## src/rtl/regfile_fwd.sv

```systemverilog
// Two-read/one-write register file with WB bypass and optional EX/MEM forwarding plus load-use stall.
// Define REGFILE_FWD_EN to build in EX/MEM forwarding and stallreq_o; otherwise those inputs are ignored.
module regfile_fwd #(
    parameter int unsigned REG_NUM = 32,
    parameter int unsigned DATA_W  = 32
) (
    input  logic              clk,
    input  logic              rst,
    input  logic              we_i,
    input  logic [4:0]        waddr_i,
    input  logic [DATA_W-1:0] wdata_i,
    input  logic              re1_i,
    input  logic [4:0]        raddr1_i,
    output logic [DATA_W-1:0] rdata1_o,
    input  logic              re2_i,
    input  logic [4:0]        raddr2_i,
    output logic [DATA_W-1:0] rdata2_o,
    input  logic              ex_wreg_i,
    input  logic [4:0]        ex_wd_i,
    input  logic [DATA_W-1:0] ex_wdata_i,
    input  logic              mem_wreg_i,
    input  logic [4:0]        mem_wd_i,
    input  logic [DATA_W-1:0] mem_wdata_i,
    input  logic              ex_is_load_i,
    output logic              stallreq_o
);

    logic [DATA_W-1:0] regs [REG_NUM];

    always_ff @(posedge clk) begin
        if (rst) begin
            for (int unsigned i = 0; i < REG_NUM; i++) regs[i] <= '0;
        end else if (we_i && waddr_i != '0) begin
            regs[waddr_i] <= wdata_i;
        end
    end

    // Youngest producer wins: EX, then MEM, then WB, then the array.
    function automatic logic [DATA_W-1:0] resolve(
        input logic              re,
        input logic [4:0]        ra,
        input logic [DATA_W-1:0] arr_val
    );
        if (rst || !re || ra == '0) return '0;
`ifdef REGFILE_FWD_EN
        if (ex_wreg_i && ex_wd_i == ra) return ex_wdata_i;
        if (mem_wreg_i && mem_wd_i == ra) return mem_wdata_i;
`endif
        if (we_i && waddr_i == ra) return wdata_i;
        return arr_val;
    endfunction

    always_comb begin
        rdata1_o = resolve(re1_i, raddr1_i, regs[raddr1_i]);
        rdata2_o = resolve(re2_i, raddr2_i, regs[raddr2_i]);
    end

`ifdef REGFILE_FWD_EN
    assign stallreq_o = !rst && ex_is_load_i && ex_wreg_i && ex_wd_i != '0 &&
                        ((re1_i && raddr1_i == ex_wd_i) || (re2_i && raddr2_i == ex_wd_i));
`else
    logic unused_fwd;
    assign unused_fwd = ^{ex_wreg_i, ex_wd_i, ex_wdata_i, mem_wreg_i, mem_wd_i,
                          mem_wdata_i, ex_is_load_i};
    assign stallreq_o = 1'b0;
`endif

endmodule
```

## config.mk

```make
export PLATFORM = sky130hd
export DESIGN_NAME = regfile_fwd
export DESIGN_NICKNAME = d
export VERILOG_FILES = /design/src/rtl/regfile_fwd.sv
export SDC_FILE = /design/constraint.sdc
export NUM_CORES = 2
export LEC_CHECK = 0
export ABC_AREA = 0
export CORE_ASPECT_RATIO = 0.9
export CORE_MARGIN = 5
export CORE_UTILIZATION = 29
export CTS_CLUSTER_DIAMETER = 120
export DETAILED_ROUTE_END_ITERATION = 8
export SYNTH_ARGS = -nofsm -noshare
export SYNTH_HDL_FRONTEND = slang
export SYNTH_SLANG_ARGS = --single-unit
```

## constraint.sdc

```tcl
create_clock -name clk -period 3.31 [get_ports clk]
set_clock_uncertainty 0.05 [all_clocks]
set_input_delay 0.4965 -clock clk [delete_from_list [all_inputs] [get_ports clk]]
set_output_delay 0.4965 -clock clk [all_outputs]
set_load 0.1 [all_outputs]
```

==> reports/results.env <==
RUN_STATUS='finished with violations'
VIOLATIONS='setup timing'
H_TREE_DEPTH=3
NUMBER_OF_GLOBAL_ROUTE_VIAS_BEFORE_REPAIR=37700
PROPORTION_OF_NETLIST_AREA_HELD_BY_THE_LARGEST_AREA_CONTRIBUTOR=0.560
SYN_INST=3799
YS_FF_LATCH=1024
DIE_W_UM=469
POST_SYNTH_MAIN_AREA_CONTRIBUTORS='edfxtp_1 56%, mux4_2 16%, and2_1 11%, mux2i_1 4.6%, clkbuf_1 2.1%'
GLOBAL_ROUTE.PEAK_USAGE_LAYER='met2'
GRT_MET3_USAGE=0.0424
POWER-PER-CELL-AREA_nW_PER_UM2=477
FMAXACHIEVABLE_GHz=0.295
DR_TOTAL_VIAS=37800
SYN_AVG_CELL_AREA_UM2=14.5
SYNTH.YOSYS.SEQ_AREA_SHARE=0.560
DIE-HEIGHT_UM=423
GRT_PASS1_WL_UM=283000
NUM-NETS-FINAL=4244
ASYNC_RESET_FF_FRAC=0
TIMING.CRITICAL_PATH.TO_TYPE='primary output'
GRTUSAGETOTAL=0.199
TIMING.FINAL.HOLD_VIOLATIONS=0
MIN-DELAY-PATH-CLASS='in -> reg'
SYNTHDISTINCTLIBCELLS=48
SLEW_VIOLATIONS=0
IO_BUFFERS=115
STATIC-LEAKAGE-POWER_nW=23.9
FINISH.INSTANCE_AREA_UM2=68200
LAYOUT-DRIVE-GT1-SHARE=0.315
CTS-BUFFERS-INSERTED=104
CP_DATA_REQUIRED_TIME_PS=2760
SYNTH-MAIN-FF-CELL='edfxtp_1'
FP.DIEAREA_UM2=198000
MOSTFREQUENTLAYOUTCELLS='1024 x edfxtp_1, 992 x and2_1, 387 x mux4_2'
SYNTH-EDFF-COUNT=1024
CTS.SINK_COUNT=1024
GRT_UTIL_MET1=0.270
MAXIMUM_NUMBER_OF_PINS_ON_ONE_NET_BEFORE_GLOBAL_ROUTE_REPAIR=41
HOLD_START='rst'
SYNTH_AREA_UM2=54900
FINAL_COMMON_CELL='edfxtp_1'
FP.COREAREA_UM2=188000
SYNTHESIS.YOSYS.WARNINGS=0
TIMING_WORST_SETUP_PATH_TYPE='reg -> out'
ANTENNA_VIOLATIONS_BEFORE_REPAIR=28
TRITONCTS_CLOCK_TREE='built'
WORST-PATH-MAX-FANOUT=2
DETAIL-ROUTE-ANTENNA-NETS=0
CTS_BUFFER_DEPTH=3
LARGESTREGISTERS='regs (1024)'
MIN_PERIOD_PS=3390
INITIAL_UTILIZATION=0.292
OVERFLOW=0
SETUP_VIOLATIONS=5
INITIALDRTVIOLATIONCOUNT=5201
CTS.REPORTEDPATHS.CLKPINSLEW_PS=60
MAX_FFS_PER_REGISTER=1024
GPL.FINAL_WEIGHTED_CONGESTION=0.899
CRITPATHARRIVALTIME_PS=2840
WL_PER_CELL_UM=30.3
FIN_TNS_SETUP_PS=-173
MET2_USAGE=0.310
LARGEST_REGISTER='regs'
LAYOUT_WORST_PATH_CYCLE_SHARE=1.02
GRT_SETUP_UNREPAIRED='true'
VDD.IR_DROP.WORST_mV=0.389
DRT-VIAS-PER-INSTANCE=5.61
YOSYSTOPAREACELL='edfxtp_1'
SETUP_SLACK_PS=-78.9
PLACEDINSTANCEAREA_UM2=63200
DRT_DRC_VIOLATIONS_LEFT=0
FILL_CELLS=17700
DRT-PASS1-ITER-COUNT=6
CTS_ROOT_BUFFER='clkbuf_16'
DP.FINAL_HPWL_UM=133000
SYN_TO_FINAL_GROWTH_PCT=24.3
SLEW_HEADROOM=0.499
WORST_SETUP_STARTPOINT='regs[7][30]'
STARTPOINT_TYPE='flip-flop'
WORST_SLEW_PIN_SLEW_PS=751
NUMBER_OF_MAX_CAP_VIOLATIONS=0
FINAL_ROUTED_WIRELENGTH_UM=204000
CORE.ROWCOUNT=151
IO_PINS=194
==> synthesized netlist by cell type, types with 18 or more instances <==
| library cell | instances |
|---|---|
| clkbuf_1 | 303 |
| mux2i_1 | 252 |
| edfxtp_1 | 1024 |
| nor2_1 | 38 |
| a22o_1 | 62 |
| a221o_1 | 31 |
| mux4_2 | 387 |
| a31oi_1 | 31 |
| buf_4 | 19 |
| nand2_1 | 74 |
| buf_1 | 21 |
| a2111oi_0 | 18 |
| nor2b_1 | 36 |
| buf_2 | 65 |
| a211oi_1 | 30 |
| o221ai_1 | 32 |
| and2_1 | 993 |
| or2_2 | 32 |
| o21ai_0 | 33 |
| o22ai_1 | 31 |
| a221oi_1 | 63 |
| a22oi_1 | 62 |
| a21oi_1 | 94 |
==> final cells by class <==
cell class | instances | area [um^2] | area share
Sequential cell | 1024 | 30700 | 0.451
Antenna cell | 1 | 2.50 | 0.0000367
Tap cell | 2524 | 3160 | 0.0463
Timing Repair Buffer | 597 | 6960 | 0.102
Clock inverter | 65 | 712 | 0.0104
Multi-Input combinational cell | 2386 | 24000 | 0.351
Inverter | 2 | 8.76 | 0.000128
Clock buffer | 128 | 2690 | 0.0395
==> per-layer routing <==
layer	vias to the layer above	share of wire	wire length (um)
met2	2319	0.45	92500
met1	19700	0.39	80400
met3	437	0.10	21200
li1	15300	-	-
met5	-	0	0
met4	0	0.046	9400
==> cell families after synthesis <==
| logic type | after synthesis | share of synthesized area |
|---|---|---|
| multiplexers | 640 | 0.205 |
| buffers and inverters | 421 | 0.0331 |
| XOR/XNOR | 10 | 0.00159 |
| flip-flops | 1024 | 0.560 |
| other | 1 | 0.0000683 |
| AND/OR/NAND/NOR | 1198 | 0.132 |
| AO/OA/AOI/OAI | 505 | 0.0690 |
==> critical path, stage by stage, from the launching register on <==
cell and delay, ps:
edfxtp_1 410, mux4_2 480, mux4_2 470, or2_0 210, a32o_2 350, buf_12 190
==> final timing paths <==
kind            to  cells past startpoint
max   rdata1_o[30]                      5
min    regs[0][26]                      2
==> through the flow <==
stage	hold WS [ps]	setup WS [ps]	util	total power [mW]	std cells
after floorplan	645	3.00	-	18.2	3831
after global placement	1130	-328	0.335	20.2	6498
after detailed placement	1140	-304	0.335	20.3	6498
after CTS	345	-139	0.359	32.5	6707
after global routing	366	-156	0.362	33.4	6726
final	394	-78.9	0.362	32.6	6727
==> where the power goes <==
part           switching (mW)  internal, mW  total, mW  leakage, nW
Sequential              0.380          15.0       15.4         9.75
Combinational            2.87          2.16       5.04         12.5
Clock                    5.42          6.75       12.2         1.67
==> what timing repair did <==
| item | 4_1_cts | 5_1_grt |
|---|---|---|
| hold buffers | 0 | 0 |
| endpoints found under the setup margin | 63 | 57 |
| gates cloned | 2 | 3 |
| buffers inserted | 17 | 18 |
| gates resized for setup | 144 | 78 |
| pin swaps | 94 | 57 |
No activity file was read; power rests on OpenSTA's default activity.
